--- src/rtl/el2_lsu_dccm_wrbuf_pkg.sv ---
// Shared LSU write-buffer types: the buffered entry layout plus depth and pointer constants.
// Entry field widths follow WRBUF_ADDR_W/WRBUF_DATA_W; DCCM_BITS/DCCM_FDATA_WIDTH must be overridden together with them.
package el2_lsu_dccm_wrbuf_pkg;

    localparam int WRBUF_DEPTH  = 4;
    localparam int WRBUF_PTR_W  = $clog2(WRBUF_DEPTH);
    localparam int WRBUF_CNT_W  = WRBUF_PTR_W + 1;
    localparam int WRBUF_ADDR_W = 16;
    localparam int WRBUF_DATA_W = 39;

    typedef struct packed {
        logic [WRBUF_ADDR_W-1:0] addr_lo;
        logic [WRBUF_ADDR_W-1:0] addr_hi;
        logic [WRBUF_DATA_W-1:0] data_lo;
        logic [WRBUF_DATA_W-1:0] data_hi;
    } el2_wrbuf_entry_t;

endpackage

--- src/rtl/el2_lsu_wrbuf_match.sv ---
// Word-address match of one load half against all pending entries; youngest matching entry wins.
// Used both to forward data and to detect load/store hazards.
module el2_lsu_wrbuf_match
    import el2_lsu_dccm_wrbuf_pkg::*;
#(
    parameter int DEPTH            = WRBUF_DEPTH,
    parameter int DCCM_BITS        = WRBUF_ADDR_W,
    parameter int DCCM_FDATA_WIDTH = WRBUF_DATA_W,
    parameter int PTR_W            = $clog2(DEPTH)
) (
    input  el2_wrbuf_entry_t              entries [DEPTH],
    input  logic [PTR_W-1:0]              rd_ptr,
    input  logic [PTR_W:0]                count,
    input  logic [DCCM_BITS-1:0]          ld_addr,
    output logic                          hit,
    output logic [DCCM_FDATA_WIDTH-1:0]   data
);

    logic [PTR_W-1:0] idx;
    logic             unused_addr_lsb;

    // Walk oldest to youngest so a later (younger) match overrides an earlier one.
    always_comb begin
        hit             = 1'b0;
        data            = '0;
        idx             = '0;
        unused_addr_lsb = ^ld_addr[1:0];
        for (int i = 0; i < DEPTH; i++) begin
            idx = rd_ptr + PTR_W'(i);
            unused_addr_lsb = unused_addr_lsb ^ (^entries[i].addr_lo[1:0]) ^ (^entries[i].addr_hi[1:0]);
            if ((PTR_W+1)'(i) < count) begin
                if (entries[idx].addr_lo[DCCM_BITS-1:2] == ld_addr[DCCM_BITS-1:2]) begin
                    hit  = 1'b1;
                    data = entries[idx].data_lo;
                end else if (entries[idx].addr_hi[DCCM_BITS-1:2] == ld_addr[DCCM_BITS-1:2]) begin
                    hit  = 1'b1;
                    data = entries[idx].data_hi;
                end
            end
        end
    end

endmodule

--- src/rtl/el2_lsu_dccm_wrbuf.sv ---
// DCCM store write buffer: FIFO of committed stores drained into the DCCM when loads leave the port idle.
// Store-to-load forwarding is enabled by defining EL2_DCCM_WRBUF_FWD_EN; otherwise matching loads stall until drained.
module el2_lsu_dccm_wrbuf
    import el2_lsu_dccm_wrbuf_pkg::*;
#(
    parameter int DEPTH            = WRBUF_DEPTH,
    parameter int DCCM_BITS        = WRBUF_ADDR_W,
    parameter int DCCM_FDATA_WIDTH = WRBUF_DATA_W
) (
    input  logic                        clk,
    input  logic                        rst_l,
    input  logic                        st_valid,
    output logic                        st_ready,
    input  logic [DCCM_BITS-1:0]        st_addr_lo,
    input  logic [DCCM_BITS-1:0]        st_addr_hi,
    input  logic [DCCM_FDATA_WIDTH-1:0] st_data_lo,
    input  logic [DCCM_FDATA_WIDTH-1:0] st_data_hi,
    input  logic                        ld_rden,
    input  logic [DCCM_BITS-1:0]        ld_addr_lo,
    input  logic [DCCM_BITS-1:0]        ld_addr_hi,
    output logic                        ld_stall,
    output logic                        fwd_hit_lo,
    output logic                        fwd_hit_hi,
    output logic [DCCM_FDATA_WIDTH-1:0] fwd_data_lo,
    output logic [DCCM_FDATA_WIDTH-1:0] fwd_data_hi,
    output logic                        dccm_wren,
    output logic                        dccm_rden,
    output logic [DCCM_BITS-1:0]        dccm_wr_addr_lo,
    output logic [DCCM_BITS-1:0]        dccm_wr_addr_hi,
    output logic [DCCM_FDATA_WIDTH-1:0] dccm_wr_data_lo,
    output logic [DCCM_FDATA_WIDTH-1:0] dccm_wr_data_hi,
    output logic                        wrbuf_empty
);

    localparam int PTR_W = $clog2(DEPTH);

    el2_wrbuf_entry_t            entries [DEPTH];
    el2_wrbuf_entry_t            head;
    logic [PTR_W-1:0]            wr_ptr, rd_ptr;
    logic [PTR_W:0]              count;
    logic                        full, enq, drain, hazard;
    logic                        hit_lo, hit_hi;
    logic [DCCM_FDATA_WIDTH-1:0] match_lo, match_hi;

    assign full        = (count == (PTR_W+1)'(DEPTH));
    assign st_ready    = ~full;
    assign enq         = st_valid & st_ready;
    assign wrbuf_empty = (count == '0);

    always_ff @(posedge clk or negedge rst_l) begin
        if (!rst_l) begin
            for (int e = 0; e < DEPTH; e++) entries[e] <= '0;
        end else if (enq) begin
            entries[wr_ptr] <= '{addr_lo: st_addr_lo, addr_hi: st_addr_hi,
                                 data_lo: st_data_lo, data_hi: st_data_hi};
        end
    end

    // Full/empty is tracked by count; pointers are free-running and wrap.
    always_ff @(posedge clk or negedge rst_l) begin
        if (!rst_l) begin
            wr_ptr <= '0;
            rd_ptr <= '0;
            count  <= '0;
        end else begin
            if (enq)   wr_ptr <= wr_ptr + 1'b1;
            if (drain) rd_ptr <= rd_ptr + 1'b1;
            case ({enq, drain})
                2'b10:   count <= count + 1'b1;
                2'b01:   count <= count - 1'b1;
                default: count <= count;
            endcase
        end
    end

    el2_lsu_wrbuf_match #(.DEPTH(DEPTH), .DCCM_BITS(DCCM_BITS), .DCCM_FDATA_WIDTH(DCCM_FDATA_WIDTH)) match_lo_i (
        .entries(entries), .rd_ptr(rd_ptr), .count(count), .ld_addr(ld_addr_lo),
        .hit(hit_lo), .data(match_lo)
    );

    el2_lsu_wrbuf_match #(.DEPTH(DEPTH), .DCCM_BITS(DCCM_BITS), .DCCM_FDATA_WIDTH(DCCM_FDATA_WIDTH)) match_hi_i (
        .entries(entries), .rd_ptr(rd_ptr), .count(count), .ld_addr(ld_addr_hi),
        .hit(hit_hi), .data(match_hi)
    );

`ifdef EL2_DCCM_WRBUF_FWD_EN
    assign hazard      = 1'b0;
    assign fwd_hit_lo  = ld_rden & hit_lo;
    assign fwd_hit_hi  = ld_rden & hit_hi;
    assign fwd_data_lo = fwd_hit_lo ? match_lo : '0;
    assign fwd_data_hi = fwd_hit_hi ? match_hi : '0;
`else
    logic unused_match_data;
    assign unused_match_data = ^{match_lo, match_hi};
    assign hazard      = ld_rden & (hit_lo | hit_hi);
    assign fwd_hit_lo  = 1'b0;
    assign fwd_hit_hi  = 1'b0;
    assign fwd_data_lo = '0;
    assign fwd_data_hi = '0;
`endif

    // A full buffer or a stale-data hazard takes the port away from the load.
    assign drain     = (count != '0) & (~ld_rden | full | hazard);
    assign head      = entries[rd_ptr];
    assign dccm_wren = drain;
    assign dccm_rden = ld_rden & ~drain;
    assign ld_stall  = ld_rden & drain;

    assign dccm_wr_addr_lo = drain ? head.addr_lo : '0;
    assign dccm_wr_addr_hi = drain ? head.addr_hi : '0;
    assign dccm_wr_data_lo = drain ? head.data_lo : '0;
    assign dccm_wr_data_hi = drain ? head.data_hi : '0;

endmodule

--- config.mk ---
export PLATFORM = sky130hd
export DESIGN_NAME = el2_lsu_dccm_wrbuf
export DESIGN_NICKNAME = d
export VERILOG_FILES = /design/src/rtl/el2_lsu_dccm_wrbuf_pkg.sv /design/src/rtl/el2_lsu_wrbuf_match.sv /design/src/rtl/el2_lsu_dccm_wrbuf.sv
export SDC_FILE = /design/constraint.sdc
export NUM_CORES = 1
export LEC_CHECK = 0
export ABC_AREA = 0
export ABC_CLOCK_PERIOD_IN_PS = 3300
export BUFFER_PORTS_ARGS = -buffer_cell sky130_fd_sc_hd__buf_2
export CAP_MARGIN = 20
export CORE_MARGIN = 4
export CORE_UTILIZATION = 35
export CTS_BUF_LIST = sky130_fd_sc_hd__clkbuf_2
export CTS_CLUSTER_DIAMETER = 120
export DETAILED_ROUTE_END_ITERATION = 7
export SETUP_SLACK_MARGIN = 0.4
export SYNTH_ARGS = -nofsm -noshare
export SYNTH_HDL_FRONTEND = slang
export SYNTH_SLANG_ARGS = --single-unit
export TNS_END_PERCENT = 30
--- constraint.sdc ---
create_clock -name clk -period 3.3 [get_ports clk]
set_clock_uncertainty 0.1 [all_clocks]
set_input_delay 0.33 -clock clk [delete_from_list [all_inputs] [get_ports clk]]
set_output_delay 0.33 -clock clk [all_outputs]
set_load 0.03 [all_outputs]
Word-level counts from Yosys, hierarchy flattened

Cells that the tools add are included.

Bits in registers: 447
Bits of input ports: 146
Output and inout bits: 195
Word-level logic and storage cells: 118

$add $sub $neg: 6
Magnitude comparators: 10
Equality and inequality tests: 19
Mux-type cells: 44
Bitwise operators: 16
Reduce and logical (&&, ||, !) cells: 4

Operators by type and width:

| operator                                                             | count |
|---|---|
| 110-bit 2-to-1 mux                                                   | 9 |
| 110-bit binary-select mux with 2-bit select                          | 4 |
| 440-bit bitwise mux                                                  | 1 |
| 14-bit equality test                                                 | 16 |
| 110-bit demux with 2-bit select                                      | 1 |
| 39-bit 2-to-1 mux                                                    | 2 |
| 16-bit 2-to-1 mux                                                    | 2 |
| 1-bit 2-to-1 mux                                                     | 24 |
| 3-bit >= comparator, second input constant                           | 5 |
| 2-bit NOT with 3-bit output                                          | 5 |
| 1-bit by 3-bit < comparator with 1-bit output, first input constant  | 2 |
| 2-bit by 3-bit < comparator with 1-bit output, first input constant  | 2 |
| 3-bit one-hot mux with 2 select lines                                | 1 |
| 1-bit AND                                                            | 5 |
| 2-bit by 1-bit adder with 2-bit output, second input constant        | 2 |
| 2-bit adder, second input constant                                   | 2 |
| 3-bit by 1-bit adder with 3-bit output, second input constant        | 1 |
| 3-bit equality test, second input constant                           | 1 |
| 3-bit logical NOT                                                    | 1 |
| 3-bit by 1-bit < comparator with 1-bit output, second input constant | 1 |
| 1-bit NOT                                                            | 3 |
| 1-bit bitwise OR                                                     | 3 |
| 3-bit nonzero test                                                   | 1 |
| 3-bit by 1-bit subtractor with 3-bit output, second input constant   | 1 |
| 4 further kinds                                                      | 4 |

Longest topological paths before layout

Depth after elaboration: 23
Mapped depth: 18
Mapped depth without buffers: 12

Modules after synthesis

A second synthesis with hierarchy kept.

Cell total of the unflattened synthesis: 3707
Area total of the unflattened synthesis: 50607.3 um^2

By module, submodules not included:

| module              | times used | cells an instance | area each (um^2) | seq. area each (um^2) |
|---|---|---|---|---|
| el2_lsu_wrbuf_match | 2          | 1200              | 13927.1          | 0.0 |
| el2_lsu_dccm_wrbuf  | 1          | 1307              | 22753.1          | 11185.7 |

Worst setup path after synthesis

Ideal clock, no wire load.

Kind: register -> register
Start point: register rd_ptr[0]
End point: register count[2]
Library setup time: 0.125 ns
Data arrival time: 3.542 ns
Data required time: 3.075 ns
Setup slack: -0.468 ns
Stages on the path, launching flop included: 18
Path buffers: 5
Clock period less this slack: 3.768 ns
Cells stage by stage: dfrtp_1 buf_4 buf_8 buf_8 mux4_2 xnor2_1 nand4_1 nor4_1 o41ai_1 a31oi_2 o31ai_4 buf_6 buf_4 inv_1 ha_1 mux2i_1 nor2_1 xor2_1

Cells in the longest elaborated chain, start to end: 23
Elaborated cells on any way between the ends: 67
Classes of those cells: 3 x add/sub; 18 x eq/ne; 37 x mux; 8 x bitwise; 1 x reduce/logical

RTL lines:

| item                                                                                         | RTL line                                             | text |
|---|---|---|
| start, declared                                                                              | el2_lsu_dccm_wrbuf.sv:39                             | `logic [PTR_W-1:0] wr_ptr, rd_ptr;` |
| start signal, assigned                                                                       | el2_lsu_dccm_wrbuf.sv:67                             | `if (drain) rd_ptr <= rd_ptr + 1'b1;` |
| 2-bit NOT with 3-bit output (not written as such)                                            | el2_lsu_wrbuf_match.sv:32, el2_lsu_wrbuf_match.sv:35 |  |
| 110-bit binary-select mux with 2-bit select                                                  | el2_lsu_wrbuf_match.sv:32, el2_lsu_wrbuf_match.sv:35 |  |
| 110-bit 2-to-1 mux (not written as such)                                                     | el2_lsu_wrbuf_match.sv:32                            | `if (entries[idx].addr_lo[DCCM_BITS-1:2] == ld_addr[DCCM_BITS-1:2]) begin` |
| 110-bit 2-to-1 mux                                                                           | n/a                                                  |  |
| 14-bit equality test                                                                         | el2_lsu_wrbuf_match.sv:35                            | `end else if (entries[idx].addr_hi[DCCM_BITS-1:2] == ld_addr[DCCM_BITS-1:2]) begin` |
| 1-bit 2-to-1 mux                                                                             | el2_lsu_wrbuf_match.sv:35                            |  |
| 1-bit 2-to-1 mux                                                                             | el2_lsu_wrbuf_match.sv:32                            |  |
| 1-bit 2-to-1 mux                                                                             | el2_lsu_wrbuf_match.sv:31                            | `if ((PTR_W+1)'(i) < count) begin` |
| [8 not listed]                                                                               | n/a                                                  |  |
| 1-bit 2-to-1 mux                                                                             | el2_lsu_wrbuf_match.sv:31                            |  |
| 1-bit bitwise OR *                                                                           | el2_lsu_dccm_wrbuf.sv:95                             | `assign hazard = ld_rden & (hit_lo \| hit_hi);` |
| 1-bit AND *                                                                                  | el2_lsu_dccm_wrbuf.sv:95                             |  |
| 1-bit bitwise OR *                                                                           | el2_lsu_dccm_wrbuf.sv:103                            | `assign drain = (count != '0) & (~ld_rden \| full \| hazard);` |
| 1-bit AND *                                                                                  | el2_lsu_dccm_wrbuf.sv:103                            |  |
| via dccm_wren                                                                                | el2_lsu_dccm_wrbuf.sv:26                             | `output logic dccm_wren,` |
| 2-bit by 1-bit equality test with 1-bit output / 2-bit equality test (equally long branches) | el2_lsu_dccm_wrbuf.sv:68                             | `case ({enq, drain})` |
| 3-bit one-hot mux with 2 select lines / 2-bit nonzero test (equally long branches)           | n/a                                                  |  |
| end signal, assigned                                                                         | el2_lsu_dccm_wrbuf.sv:69                             | `2'b10: count <= count + 1'b1;` |
| end signal, assigned                                                                         | el2_lsu_dccm_wrbuf.sv:70                             | `2'b01: count <= count - 1'b1;` |
| end signal, assigned                                                                         | el2_lsu_dccm_wrbuf.sv:71                             | `default: count <= count;` |
| end, declared                                                                                | el2_lsu_dccm_wrbuf.sv:40                             | `logic [PTR_W:0] count;` |

The timed path passes the listed nets; every way through them passes the cells marked *. The select of a mux whose other input is x is not followed.
A chain may end at the register's enable or synchronous reset.

Worst setup path in the final report

Start point: register rd_ptr[0]
End point: output port dccm_wr_data_lo[31]

Cells in the longest elaborated chain, start to end: 22
Elaborated cells on any way between the ends: 64
Classes of those cells: 3 x add/sub; 16 x eq/ne; 37 x mux; 8 x bitwise

RTL lines:

| item                                              | RTL line                                                                        | text |
|---|---|---|
| 2-bit NOT with 3-bit output (not written as such) | el2_lsu_wrbuf_match.sv:32, el2_lsu_wrbuf_match.sv:35, el2_lsu_dccm_wrbuf.sv:104 |  |
| 110-bit binary-select mux with 2-bit select       | el2_lsu_wrbuf_match.sv:32, el2_lsu_wrbuf_match.sv:35, el2_lsu_dccm_wrbuf.sv:104 |  |
| 110-bit 2-to-1 mux (not written as such)          | el2_lsu_wrbuf_match.sv:32, el2_lsu_dccm_wrbuf.sv:104                            |  |
| 110-bit 2-to-1 mux                                | n/a                                                                             |  |
| 14-bit equality test                              | el2_lsu_wrbuf_match.sv:35                                                       |  |
| 1-bit 2-to-1 mux                                  | el2_lsu_wrbuf_match.sv:35                                                       |  |
| 1-bit 2-to-1 mux                                  | el2_lsu_wrbuf_match.sv:32                                                       |  |
| 1-bit 2-to-1 mux                                  | el2_lsu_wrbuf_match.sv:31                                                       |  |
| [6 not listed]                                    | n/a                                                                             |  |
| 1-bit 2-to-1 mux                                  | el2_lsu_wrbuf_match.sv:35                                                       |  |
| 1-bit 2-to-1 mux                                  | el2_lsu_wrbuf_match.sv:32                                                       |  |
| 1-bit 2-to-1 mux                                  | el2_lsu_wrbuf_match.sv:31                                                       |  |
| 1-bit bitwise OR                                  | el2_lsu_dccm_wrbuf.sv:95                                                        |  |
| 1-bit AND                                         | el2_lsu_dccm_wrbuf.sv:95                                                        |  |
| 1-bit bitwise OR                                  | el2_lsu_dccm_wrbuf.sv:103                                                       |  |
| 1-bit AND                                         | el2_lsu_dccm_wrbuf.sv:103                                                       |  |
| 39-bit 2-to-1 mux *                               | el2_lsu_dccm_wrbuf.sv:111                                                       | `assign dccm_wr_data_lo = drain ? head.data_lo : '0;` |
| end, declared                                     | el2_lsu_dccm_wrbuf.sv:30                                                        | `output logic [DCCM_FDATA_WIDTH-1:0] dccm_wr_data_lo,` |

Every way passes the cells marked *; elsewhere a longest branch is shown, timed or not. The select of a mux whose other input is x is not followed.

==> results.yml <==
status:
  status: "complete, but fails checks"
  violations: "setup timing"
floorplanning:
  fp.coreArea_um2: 71850
  initial_core_util: 0.3551
  dieArea_um2: 77290
  rows: 98
  die_x_um: 278.0
  boundaryPins: 341
  die_height_um: 278.0
worst_setup_path:
  worstSetupStartpointType: "register"
  critPathArrivalTime_ns: 4.68
  cp_cell_sequence: "buf_12, buf_12, mux4_2, buf_6, xor2_2, nor4_1, nand4_1, a31oi_4, o31ai_4, buf_12, buf_4, buf_12, nor2b_1, buf_4"
  endpoint_kind: "output pin"
  path_class: "reg -> out"
  path_buf_inv: 7
  critPathTopFamily: "buffers and inverters"
  required_ns: 2.87
  critPathSlowestCell: "mux4_2"
  critPathMostFrequentCell: "buf_12"
  max_stage_delay_ns: 0.61
  path_max_fanout: 11
timing:
  finalSetupTns_ns: -196.65
  rsz0062_at_grt: "true"
  period_minus_slack_ns: 5.107
  finalMaxSlewViolations: 0
  fmax_mhz: 195.8
  setup-violations-final: 119
  relSlewSlack: 0.3752
  timing.final.ws_setup_ns: -1.807
  holdWs_ns: 0.3197
  worstMarginPinSlew_ns: 0.9372
  hold_viol_final: 0
  fin_crit_sh: 1.547
synthesis:
  synth_cells: 1807
  netlist-cell-type-count: 41
  synth_seq_area_share: 0.4383
  syn_avg_cell_area_um2: 14.12
  synth_seq_cells: 447
  synth_edf_count: 0
  syn_area_um2: 25520
  yosysWarnings: 0
  async_flop_share: 1.000
  synth_flop_cell: "dfrtp_1"
global_route:
  grt_pass1_vias: 20223
  grt_usage: 0.1979
  grt_pass1_wl_mm: 120.3
  antenna_found_initial: 6
  grt_overflow_total: 0
  grt_max_degree: 87
detailed_routing:
  drc: 0
  viasPerCell: 5.127
  drt_iter0_drc: 884
  ant_nets: 0
  vias: 18180
  dr.pass1.iters: 5
  wire_per_inst_um: 22.04
  wl_mm: 78.16
placement:
  portBuffers: 256
  place_ws_ns: -1.301
  hpwl_mm: 51.93
  place.gp.congestion: 0.9192
power_and_ir_drop:
  ir_worst_vdd_v: 0.0007878
  power.leakage_nw: 14.73
  powerDensity_nw_per_um2: 1141
cts:
  cts_buffer_depth: 3
  cts.clk_slew.worst_paths_ns: 0.10
  clkLatencyLatePin_ns: 1.19
  numCtsBuffers: 121
  htreeDepth: 3
  cts.sinks: 447
  cts_tree: "yes"
  cts-root-buf: "clkbuf_2"
run:
  cap_violations: 0
layout:
  drive_gt1_frac: 0.5504
  nets: 2654
  area_delta_synth_final_pct: 34.78
hold_path:
  min_path_type: "in -> async"
-- path summary, 6_finish.rpt --
kind                       depth (start not counted)                  endpoint                     start  slack, ns
setup / recovery                                  14       dccm_wr_data_lo[31]     rd_ptr[0]$_DFFE_PN0P_      -1.81
max in group asynchronous                          4   entries[51]$_DFFE_PN0P_                     rst_l       2.25
setup reg to reg                                  17      count[2]$_DFFE_PN0P_     rd_ptr[0]$_DFFE_PN0P_      -0.70
min in group clk                                   1  entries[204]$_DFFE_PN0P_  entries[204]$_DFFE_PN0P_       0.41
hold reg to reg                                    1  entries[204]$_DFFE_PN0P_  entries[204]$_DFFE_PN0P_       0.41
hold / removal                                     4  entries[319]$_DFFE_PN0P_                     rst_l       0.32
-- layout make-up --
class                   count  area, um^2
well taps                 950        1189
inverters                  31       120.1
flip-flops and latches    447       11190
multi-input cells        1194       14020
fillers                  6375       37460
repair buffers            704        6769
clock inverters            39       215.2
clock buffers             174       870.8
diodes                      7       17.52
-- registers in the layout (all words and copies together) (netlist names) --
register and cells:
entries 440, count 3, rd_ptr 2, wr_ptr 2
-- worst min-delay path: cells and delay by family --
kind / cells / cell delay, ns
buf+inv: 4 / 1.62
-- Yosys cell counts, types with 2 or more instances --
library cell / n / area share
dfrtp_1: 447 / 0.44
mux2_2: 442 / 0.20
xnor2_1: 216 / 0.074
mux4_2: 194 / 0.17
buf_4: 99 / 0.029
nor2b_1: 82 / 0.020
clkbuf_1: 70 / 0.010
nand4_1: 45 / 0.011
inv_1: 30 / 0.0044
buf_1: 29 / 0.0043
nand2_1: 24 / 0.0035
nor2_1: 23 / 0.0034
nor4_1: 19 / 0.0047
xor2_1: 15 / 0.0051
mux2i_1: 11 / 0.0043
ha_1: 9 / 0.0044
buf_6: 8 / 0.0035
nor3b_1: 8 / 0.0024
buf_2: 5 / 0.00098
nor3_1: 4 / 0.00078
buf_8: 3 / 0.0018
and2_1: 2 / 0.00049
nand2b_1: 2 / 0.00049
nand3_1: 2 / 0.00039
o21ai_0: 2 / 0.00039
-- cells by family after synthesis --
kind of cell	Yosys count	synth area share
DFF	447	0.4383
AOI/OAI and AO/OA	16	0.005492
other	1	0.0001470
and+or+nand+nor	211	0.04722
adders and majority gates	9	0.004413
xor gates and xnor gates	231	0.07928
buffers and inverters	245	0.05452
muxes	647	0.3706
-- power breakdown --
group,switching [mW],total [mW],internal (mW)
logic,11.4,25.0,13.6
clock network,2.44,3.92,1.48
registers,2.02,10.3,8.31
total,15.9,39.2,23.3
-- per-layer routing --
| metal | GRT usage | vias to the layer above | share of wire |
|---|---|---|---|
| li1 | - | 7917 | - |
| met1 | 0.2544 | 9480 | 0.41 |
| met2 | 0.3376 | 623 | 0.50 |
| met3 | 0.04345 | 160 | 0.062 |
| met4 | 0.05823 | 0 | 0.029 |
| met5 | 0 | - | 0 |
-- stage by stage --
| stage | utilization | std cells | area, um^2 | total power [mW] |
|---|---|---|---|---|
| floorplan | - | 1886 | 25920 | 25.59 |
| global placement | 0.4063 | 3064 | 29200 | 31.66 |
| detailed placement | 0.4063 | 3064 | 29200 | 32.07 |
| CTS | 0.4662 | 3523 | 33500 | 37.96 |
| global route | 0.4787 | 3546 | 34390 | 41.60 |
| finish | 0.4787 | 3546 | 34390 | 39.24 |
-- layout by cell type, fill, tap and decap left out, types with 4 or more instances in the layout --
cell / Yosys / routed
xnor2_1: 216 / 194
xnor2_2: 0 / 22
dfrtp_1: 447 / 445
mux2_2: 442 / 442
nor2_2: 0 / 4
nor2_1: 23 / 18
buf_6: 8 / 64
conb_1: 1 / 80
nor4_2: 0 / 6
buf_12: 0 / 57
clkbuf_2: 0 / 174
nand4_1: 45 / 45
nand2_4: 0 / 4
buf_16: 0 / 12
mux2i_1: 11 / 11
nor2b_4: 0 / 34
diode_2: 0 / 7
nor4_1: 19 / 6
buf_2: 5 / 146
nor2b_2: 0 / 25
nor3b_2: 0 / 6
nor2b_1: 82 / 23
clkinv_1: 1 / 28
xor2_1: 15 / 14
dlygate4sd3_1: 0 / 225
ha_1: 9 / 8
nand2_1: 24 / 20
nor4_4: 0 / 7
buf_4: 99 / 193
mux4_2: 194 / 194
clkinv_2: 0 / 5
clkbuf_16: 0 / 4
inv_1: 30 / 29
-- what timing repair did --
action                                  CTS  global route
resized for setup                       164           194
endpoints found under the setup margin  123           120
setup buffers                            14            12
hold buffers                            226             0
cloned                                    6             4
pin swaps                                10             4
endpoints found under the hold margin   894             0
Note: power is estimated with default switching activity, not from simulation.
